[config.mk]
export PLATFORM = sky130hd
export DESIGN_NAME = branch_predictor_btb
export DESIGN_NICKNAME = d
export VERILOG_FILES = /design/src/rtl/branch_predictor_btb_pkg.sv /design/src/rtl/branch_predictor_btb_sat_counter.sv /design/src/rtl/branch_predictor_btb.sv
export SDC_FILE = /design/constraint.sdc
export NUM_CORES = 2
export LEC_CHECK = 0
export ABC_AREA = 1
export ABC_CLOCK_PERIOD_IN_PS = 6000
export CAP_MARGIN = 20
export CORE_ASPECT_RATIO = 0.6
export CORE_MARGIN = 3
export CORE_UTILIZATION = 40
export CTS_CLUSTER_DIAMETER = 40
export DETAILED_ROUTE_END_ITERATION = 8
export MAX_ROUTING_LAYER = met4
export SLEW_MARGIN = 20
export SYNTH_ARGS = -nofsm -noshare
export SYNTH_HDL_FRONTEND = slang
export SYNTH_SLANG_ARGS = --single-unit
[constraint.sdc]
create_clock -name CLK -period 6 [get_ports CLK]
set_input_delay 1.2 -clock CLK [delete_from_list [all_inputs] [get_ports CLK]]
set_output_delay 1.2 -clock CLK [all_outputs]
set_load 0.02 [all_outputs]
[src/rtl/branch_predictor_btb_pkg.sv]
// Shared definitions for the branch target buffer: counter encodings and
// the per-update table action decoded from the resolved branch.
package branch_predictor_btb_pkg;

  // Saturation ceiling of a counter of the given width.
  function automatic int ctr_max(input int bits);
    return (1 << bits) - 1;
  endfunction

  // Weakly-taken: MSB set, all lower bits clear.
  function automatic int ctr_weak_taken(input int bits);
    return 1 << (bits - 1);
  endfunction

  typedef enum logic [2:0] {
    ACT_NONE,
    ACT_HIT_JUMP,
    ACT_HIT_TAKEN,
    ACT_HIT_NT,
    ACT_ALLOC
  } tbl_act_e;

endpackage

[src/rtl/branch_predictor_btb_sat_counter.sv]
// Combinational next-value for one saturating direction counter.
// Priority: load, then set-max, then increment, then decrement.
module branch_predictor_btb_sat_counter #(
  parameter int CTR_BITS = 2
) (
  input  logic [CTR_BITS-1:0] cur,
  input  logic                inc,
  input  logic                dec,
  input  logic                set_max,
  input  logic                load,
  input  logic [CTR_BITS-1:0] load_val,
  output logic [CTR_BITS-1:0] nxt
);

  always_comb begin
    nxt = cur;
    if (load)                     nxt = load_val;
    else if (set_max)             nxt = '1;
    else if (inc && (cur != '1))  nxt = cur + CTR_BITS'(1);
    else if (dec && (cur != '0))  nxt = cur - CTR_BITS'(1);
  end

endmodule

[src/rtl/branch_predictor_btb.sv]
// Direct-mapped BTB with per-entry direction counters: combinational IF-stage
// lookup, EX-stage update, mispredict/redirect generation and perf counters.
module branch_predictor_btb
  import branch_predictor_btb_pkg::*;
#(
  parameter int XLEN     = 32,
  parameter int ENTRIES  = 16,
  parameter int TAG_BITS = 8,
  parameter int CTR_BITS = 2
) (
  input  logic            CLK,
  input  logic            RESET,
  input  logic [XLEN-1:0] LKP_PC,
  output logic            PRED_TAKEN,
  output logic [XLEN-1:0] PRED_TARGET,
  input  logic            UPD_VALID,
  input  logic            UPD_IS_JUMP,
  input  logic [XLEN-1:0] UPD_PC,
  input  logic            UPD_TAKEN,
  input  logic [XLEN-1:0] UPD_TARGET,
  input  logic            UPD_PRED_TAKEN,
  input  logic [XLEN-1:0] UPD_PRED_TARGET,
  output logic            MISPREDICT,
  output logic [XLEN-1:0] REDIRECT_PC,
  output logic [31:0]     BR_COUNT,
  output logic [31:0]     MISS_COUNT
);

  localparam int IDX_BITS = $clog2(ENTRIES);
  localparam int TAG_LO   = IDX_BITS + 2;
  localparam int TAG_HI   = IDX_BITS + TAG_BITS + 1;
  localparam logic [CTR_BITS-1:0] CTR_MAX  = CTR_BITS'(ctr_max(CTR_BITS));
  localparam logic [CTR_BITS-1:0] CTR_WEAK = CTR_BITS'(ctr_weak_taken(CTR_BITS));

  logic [ENTRIES-1:0]                valid_q;
  logic [ENTRIES-1:0][TAG_BITS-1:0]  tag_q;
  logic [ENTRIES-1:0][XLEN-1:0]      target_q;
  logic [ENTRIES-1:0][CTR_BITS-1:0]  ctr_q;

  logic [IDX_BITS-1:0] lkp_idx, upd_idx;
  logic [TAG_BITS-1:0] lkp_tag, upd_tag;
  logic                lkp_hit, upd_hit, upd_taken_eff;
  logic [CTR_BITS-1:0] ctr_nxt;
  tbl_act_e            act;

  // PC[1:0] and bits above the tag never select an entry.
  logic unused_pc_bits;
  assign unused_pc_bits = ^{LKP_PC, UPD_PC};

  assign lkp_idx = LKP_PC[IDX_BITS+1:2];
  assign lkp_tag = LKP_PC[TAG_HI:TAG_LO];
  assign upd_idx = UPD_PC[IDX_BITS+1:2];
  assign upd_tag = UPD_PC[TAG_HI:TAG_LO];

  assign lkp_hit = valid_q[lkp_idx] && (tag_q[lkp_idx] == lkp_tag);
  assign upd_hit = valid_q[upd_idx] && (tag_q[upd_idx] == upd_tag);

  // Reads come straight from the flops, so a same-cycle update is invisible.
  assign PRED_TAKEN  = !RESET && lkp_hit && ctr_q[lkp_idx][CTR_BITS-1];
  assign PRED_TARGET = PRED_TAKEN ? target_q[lkp_idx] : LKP_PC + XLEN'(4);

  assign MISPREDICT  = !RESET && UPD_VALID &&
                       ((UPD_TAKEN != UPD_PRED_TAKEN) ||
                        (UPD_TAKEN && (UPD_PRED_TARGET != UPD_TARGET)));
  assign REDIRECT_PC = UPD_TAKEN ? UPD_TARGET : UPD_PC + XLEN'(4);

  assign upd_taken_eff = UPD_TAKEN || UPD_IS_JUMP;

  always_comb begin
    act = ACT_NONE;
    if (UPD_VALID) begin
      if (upd_hit) begin
        if (UPD_IS_JUMP)    act = ACT_HIT_JUMP;
        else if (UPD_TAKEN) act = ACT_HIT_TAKEN;
        else                act = ACT_HIT_NT;
      end else if (upd_taken_eff) begin
        act = ACT_ALLOC;
      end
    end
  end

  branch_predictor_btb_sat_counter #(.CTR_BITS(CTR_BITS)) u_ctr (
    .cur      (ctr_q[upd_idx]),
    .inc      (act == ACT_HIT_TAKEN),
    .dec      (act == ACT_HIT_NT),
    .set_max  (act == ACT_HIT_JUMP),
    .load     (act == ACT_ALLOC),
    .load_val (UPD_IS_JUMP ? CTR_MAX : CTR_WEAK),
    .nxt      (ctr_nxt)
  );

  always_ff @(posedge CLK) begin
    if (RESET) begin
      valid_q    <= '0;
      tag_q      <= '0;
      target_q   <= '0;
      ctr_q      <= '0;
      BR_COUNT   <= '0;
      MISS_COUNT <= '0;
    end else begin
      if (act != ACT_NONE) ctr_q[upd_idx] <= ctr_nxt;
      if (act == ACT_HIT_JUMP || act == ACT_HIT_TAKEN || act == ACT_ALLOC)
        target_q[upd_idx] <= UPD_TARGET;
      if (act == ACT_ALLOC) begin
        valid_q[upd_idx] <= 1'b1;
        tag_q[upd_idx]   <= upd_tag;
      end
      if (UPD_VALID && (BR_COUNT != 32'hFFFF_FFFF))
        BR_COUNT <= BR_COUNT + 32'd1;
      if (MISPREDICT && (MISS_COUNT != 32'hFFFF_FFFF))
        MISS_COUNT <= MISS_COUNT + 32'd1;
    end
  end

endmodule

# --- Word-level counts from Yosys, hierarchy flattened ---
# Cells that the tools add are included.
word_totals:
  in_bits: 134
  output_inout_bits: 130
  ff_bits: 752
op_classes:
  mux: 37
  n_bitwise: 1
  n_reduce_logical: 19
  addsub: 6
  n_eq_ne: 11
  magnitude_cmp: 3
ops:
  columns: ["op", "n"]
  rows:
  - ["$bwmux W512", 1]
  - ["$bmux W32 S4", 1]
  - ["$bwmux W128", 1]
  - ["$demux W32 S4", 1]
  - ["$mux W32", 4]
  - ["$add A32 B1 Y32 const B", 2]
  - ["$add A32 B3 Y32 const B", 2]
  - ["$bmux W8 S4", 2]
  - ["$ne A32 B32 Y1 const B", 2]
  - ["$bwmux W32", 1]
  - ["$demux W8 S4", 1]
  - ["$ne A32 B32 Y1", 1]
  - ["$mux W8", 3]
  - ["$bmux W2 S4", 2]
  - ["$eq A8 B8 Y1", 2]
  - ["$mux W2", 8]
  - ["$or A16 B16 Y16", 1]
  - ["$logic_and A1 B1 Y1", 12]
  - ["$lt A4 B5 Y1 const B", 2]
  - ["$mux W3", 3]
  - ["$bmux W1 S4", 2]
  - ["$demux W2 S4", 1]
  - ["$eq A3 B2 Y1 const B", 2]
  - ["$mux W1", 5]
  - ["12 further kinds", 15]

# --- Longest topological paths before layout ---
depth:
  ltp_word: 13
  ltp_mapped: 24
  ltp_nobuf: 20

# --- Cells and area by module ---
# A second synthesis with hierarchy kept.
hier_totals:
  cells_unflattened: 5552
  hier_area_um2: 37579.8
by_module_without_submodules:
  columns: ["mod", "area_each_um2", "cells_per_inst", "n_inst", "seq_area_each_um2"]
  rows:
  - ["branch_predictor_btb", 37449.7, 5527, 1, 15054.4]
  - ["branch_predictor_btb_sat_counter", 130.1, 25, 1, 0.0]

# --- Worst setup path after synthesis ---
# OpenSTA, ideal clock, no wires.
synth_path:
  path_kind: "input-to-output"
  start: "in LKP_PC[3]"
  end: "out PRED_TARGET[0]"
  t_required_ps: 4800
  setup_slack_ps: 1424
  stages: 14
  arrival_time_ps: 3376
  cell_sequence: "buf_2 -> inv_2 -> buf_1 -> nand3_1 -> o311ai_0 -> nand3_1 -> nand2_1 -> nand3_1 -> nand3b_1 -> nor2_1 -> nand3_1 -> clkbuf_1 -> clkbuf_1 -> o21ai_0"
synth_between:
  elab_chain_len: 7
synth_rtl:
  columns: ["item", "line", "source"]
  rows:
  - ["start, declared", "branch_predictor_btb.sv:13", "input logic [XLEN-1:0] LKP_PC,"]
  - ["$bmux W8 S4", "branch_predictor_btb.sv:55", "assign lkp_hit = valid_q[lkp_idx] && (tag_q[lkp_idx] == lkp_tag);"]
  - ["$mux W8 (implied by the code)", "branch_predictor_btb.sv:55", null]
  - ["$eq A8 B8 Y1", "branch_predictor_btb.sv:55", null]
  - ["$logic_and A1 B1 Y1", "branch_predictor_btb.sv:55", null]
  - ["$logic_and A1 B1 Y1 (2 in a row)", "branch_predictor_btb.sv:59", "assign PRED_TAKEN = !RESET && lkp_hit && ctr_q[lkp_idx][CTR_BITS-1];"]
  - ["$mux W32 *", "branch_predictor_btb.sv:60", "assign PRED_TARGET = PRED_TAKEN ? target_q[lkp_idx] : LKP_PC + XLEN'(4);"]
  - ["end, declared", "branch_predictor_btb.sv:15", "output logic [XLEN-1:0] PRED_TARGET,"]
# Every way passes the cells marked *; elsewhere a longest branch is shown, timed or not. The select of a mux whose other input is x is not followed.

# --- Worst setup path after layout ---
layout_path:
  start: "in LKP_PC[5]"
  end: "out PRED_TARGET[30]"
# The elaborated chain is that of the path after synthesis.

==> summary.md <==
| Metric | Value |
|---|---|
| Layout area overhead | 18.4% |
| # resized after CTS | 0 |
| Hold depth | 2 |
| Setup crit end kind | output port |
| # nets final | 5583 |
| Reg2Reg Depth | 16 |
| Number of hold buffers added after cts | 0 |
| Setup TNS | 0 ns |
| P_int | 8830 µW |
| Synth Register Bits | 752 |
| Final Critical Period | 5.78 ns |
| Power share of the sequential group | 0.418 |
| First-pass GRT wire length | 218000 µm |
| Crit-path max FO | 5 |
| Vias in the first global route | 34000 |
| Syn Inst Count | 5392 |
| Top FF cell, synth | dfxtp_1 |
| Worst r2r dst | tag_q[112]$_SDFFE_PP0P_ |
| WS Path Type | primary input to output port |
| Type of the worst min-delay path | flop to flop |
| Comb pwr share | 0.112 |
| Post-synthesis async set-or-reset flop share | 0 |
| Post-synth EDFFs | 0 |
| Hold EP | valid_q[6]$_SDFFE_PP0P_ |
| Post-Syn Area | 0.0367 mm² |
| Reg2reg start | tag_q[124]$_SDFFE_PP0P_ |
| Worst-Margin Slew | 1.10 ns |
| Power Dens Cells | 282 mW/mm² |
| Max_cap viols | 0 |
| HP Start | valid_q[6]$_SDFFE_PP0P_ |
| Setup violations, final | 0 |
| Hold Fails Final Rpt | 0 |
| Sinks on Clock Net | 752 |
| Placer Congestion | 0.972 |
| Root Buffer | clkbuf_16 |
| WL per Instance | 21.7 µm |
| Fmax | 0.173 GHz |
| Final wirelength | 146000 µm |
| Worst-Skew Late Latency | 0.70 ns |
| WP data arrival | 4.58 ns |
| Yosys cell types | 52 |
| Routed vias | 38100 |
| Final core utilization | 0.481 |
| VDD IR-drop max | 0.000210 V |
| Post-DP HPWL | 93500 µm |
| Via density | 5.66 |
| Worst path required time | 4.80 ns |
| Mapped Avg Cell Area | 6.81 µm² |
| Clk slew on worst S/H paths | 0.06 ns |
| Initial Utilization | 0.406 |
| Slew margin rel. | 0.269 |
| # rows | 85 |
| Port Buffer Count | 263 |
| Synth Warn # | 0 |
| Skew final | 0.0294 ns |
| I/O pins | 264 |
| Element type at the critical path start | primary input |
| Static leakage | 0.0174 µW |
| H-tree levels | 3 |
| Seq/Total Area, Yosys | 0.410 |
| Num CTS Buffers | 93 |
| Grt ovf | 0 |
| Die Y | 241 µm |
| Initial antenna violation count | 3 |
| Die width | 397 µm |
| Number of fill cells | 8974 |
| RSZ-0062 raised after global routing | no |
| Largest net degree at the start of global routing | 246 |
| Layout cells sized above 1 | 0.0698 |
| Period utilisation layout | 0.963 |
| WHS | 0.475 ns |
| Syn Nets | 5535 |
| R2R Setup Slk | 2.88 ns |
| Pre-Repair DR Iteration Count | 6 |
| CORE AREA | 0.0903 mm² |
| CTS tree | yes |
| Switching portion of total power | 0.280 |
| Antenna viol nets, final | 0 |
| Status | complete, no violations |
| Postcts setup bufs | 0 |
| DIE AREA | 0.0955 mm² |
| All-Layer GR Usage | 0.304 |
| Clock share of power | 0.470 |
| Slew Limit Fails | 0 |
| Sw power | 3440 µW |
| Worst-case clock buffer depth | 3 |
| Initial drt markers | 5088 |
| DRC Markers | 0 |
[routing by layer]
| metal | GRT usage | up-vias | wire [µm] |
|---|---|---|---|
| li1 | - | 18200 | - |
| met4 | 0.0856 | 0 | 3770 |
| met3 | 0.0693 | 195 | 15800 |
| met1 | 0.444 | 17800 | 67700 |
| met5 | - | - | 0 |
| met2 | 0.411 | 1865 | 58900 |
[registers in the layout (all words and copies together) (netlist names)]
register / count
tag_q: 128
ctr_q: 32
target_q: 512
BR_COUNT: 32
MISS_COUNT: 32
valid_q: 16
[worst max-delay path, stage by stage]
cell,delay (ns)
clkdlybuf4s50_1,0.56
nand2_1,0.09
inv_2,0.15
nand2_1,0.12
nor3_2,0.17
nand3_1,0.30
nor2_1,0.26
nand3_1,0.15
nor3_2,0.22
nand2_1,0.19
nor3_1,0.22
xor2_1,0.16
nand2_1,0.06
o21ai_0,0.09
clkdlybuf4s50_1,0.64
[cell type report]
type	count	area, µm²	area share
clock inverter	52	604	0.0139
sequential	752	15100	0.346
multi-input combinational	3874	18700	0.430
antenna	3	7.51	0.000173
clock buffer	116	2530	0.0583
inverter	323	1230	0.0283
tap	1218	1520	0.0351
timing repair buffer	396	3790	0.0873
[per-stage QoR]
step	power (µW)	setup WS (ns)	std cells	instance area (µm²)
2_1_floorplan	5990	1.42	5392	36700
3_3_place_gp	6570	0.242	6563	40300
3_5_place_dp	6570	0.167	6563	40300
4_1_cts	12300	0.156	6731	43400
5_1_grt	12700	0.0451	6733	43500
6_report	12300	0.220	6734	43500
[worst max-delay path by stage]
stage                    from               to  slack, ns
floorplan           LKP_PC[3]   PRED_TARGET[0]       1.42
global placement    LKP_PC[5]  PRED_TARGET[31]       0.24
detailed placement  LKP_PC[5]  PRED_TARGET[31]       0.17
CTS                 LKP_PC[5]  PRED_TARGET[31]       0.16
global route        LKP_PC[5]  PRED_TARGET[25]       0.05
finish              LKP_PC[5]  PRED_TARGET[30]       0.22
[synth_stat cells (32+ instances only)]
| library cell | count | area [µm²] |
|---|---|---|
| nor2_1 | 1007 | 3780 |
| inv_1 | 271 | 1020 |
| a21oi_1 | 553 | 2770 |
| buf_2 | 57 | 285 |
| o21ai_0 | 1063 | 5320 |
| nor3_1 | 44 | 220 |
| xor2_1 | 69 | 604 |
| nand3_1 | 163 | 816 |
| o22ai_1 | 84 | 526 |
| o21ai_1 | 37 | 185 |
| nand2_1 | 587 | 2200 |
| clkbuf_1 | 340 | 1280 |
| dfxtp_1 | 752 | 15100 |
| clkinv_1 | 38 | 143 |
| o221ai_1 | 48 | 420 |
| nand4_1 | 32 | 200 |
[cell usage in the layout, fill, tap and decap left out, types with 37 or more instances in the layout]
cell type and count:
o22ai_1 84, nand2_1 586, clkinv_1 38, buf_4 121
o221ai_1 48, nand3_1 163, clkdlybuf4s50_1 255, a21oi_1 553
clkbuf_16 94, nor3_1 44, xor2_1 69, o21ai_1 37
o21ai_0 1063, inv_1 270, dfxtp_1 752, nor2_1 990
[cells by family (layout without fill, tap and decap cells)]
logic type	Yosys count	after routing	synth area share
buffers and inverters	766	887	0.0837
AND/OR/NAND/NOR	1914	1914	0.213
adder cells (fa/ha/maj)	9	9	0.00307
XOR/XNOR	91	91	0.0217
AO/OA/AOI/OAI	1860	1860	0.269
other	0	3	0
flip-flops	752	752	0.410
[power by group through the flow]
stage,Combinational (µW),Sequential (µW),Clock (µW)
finish,1380,5120,5770
global route,1480,5130,6060
CTS,1350,5120,5830
detailed placement,1340,5230,0
global placement,1340,5230,0
floorplan,765,5220,0
Note: power is estimated with default switching activity, not from simulation.
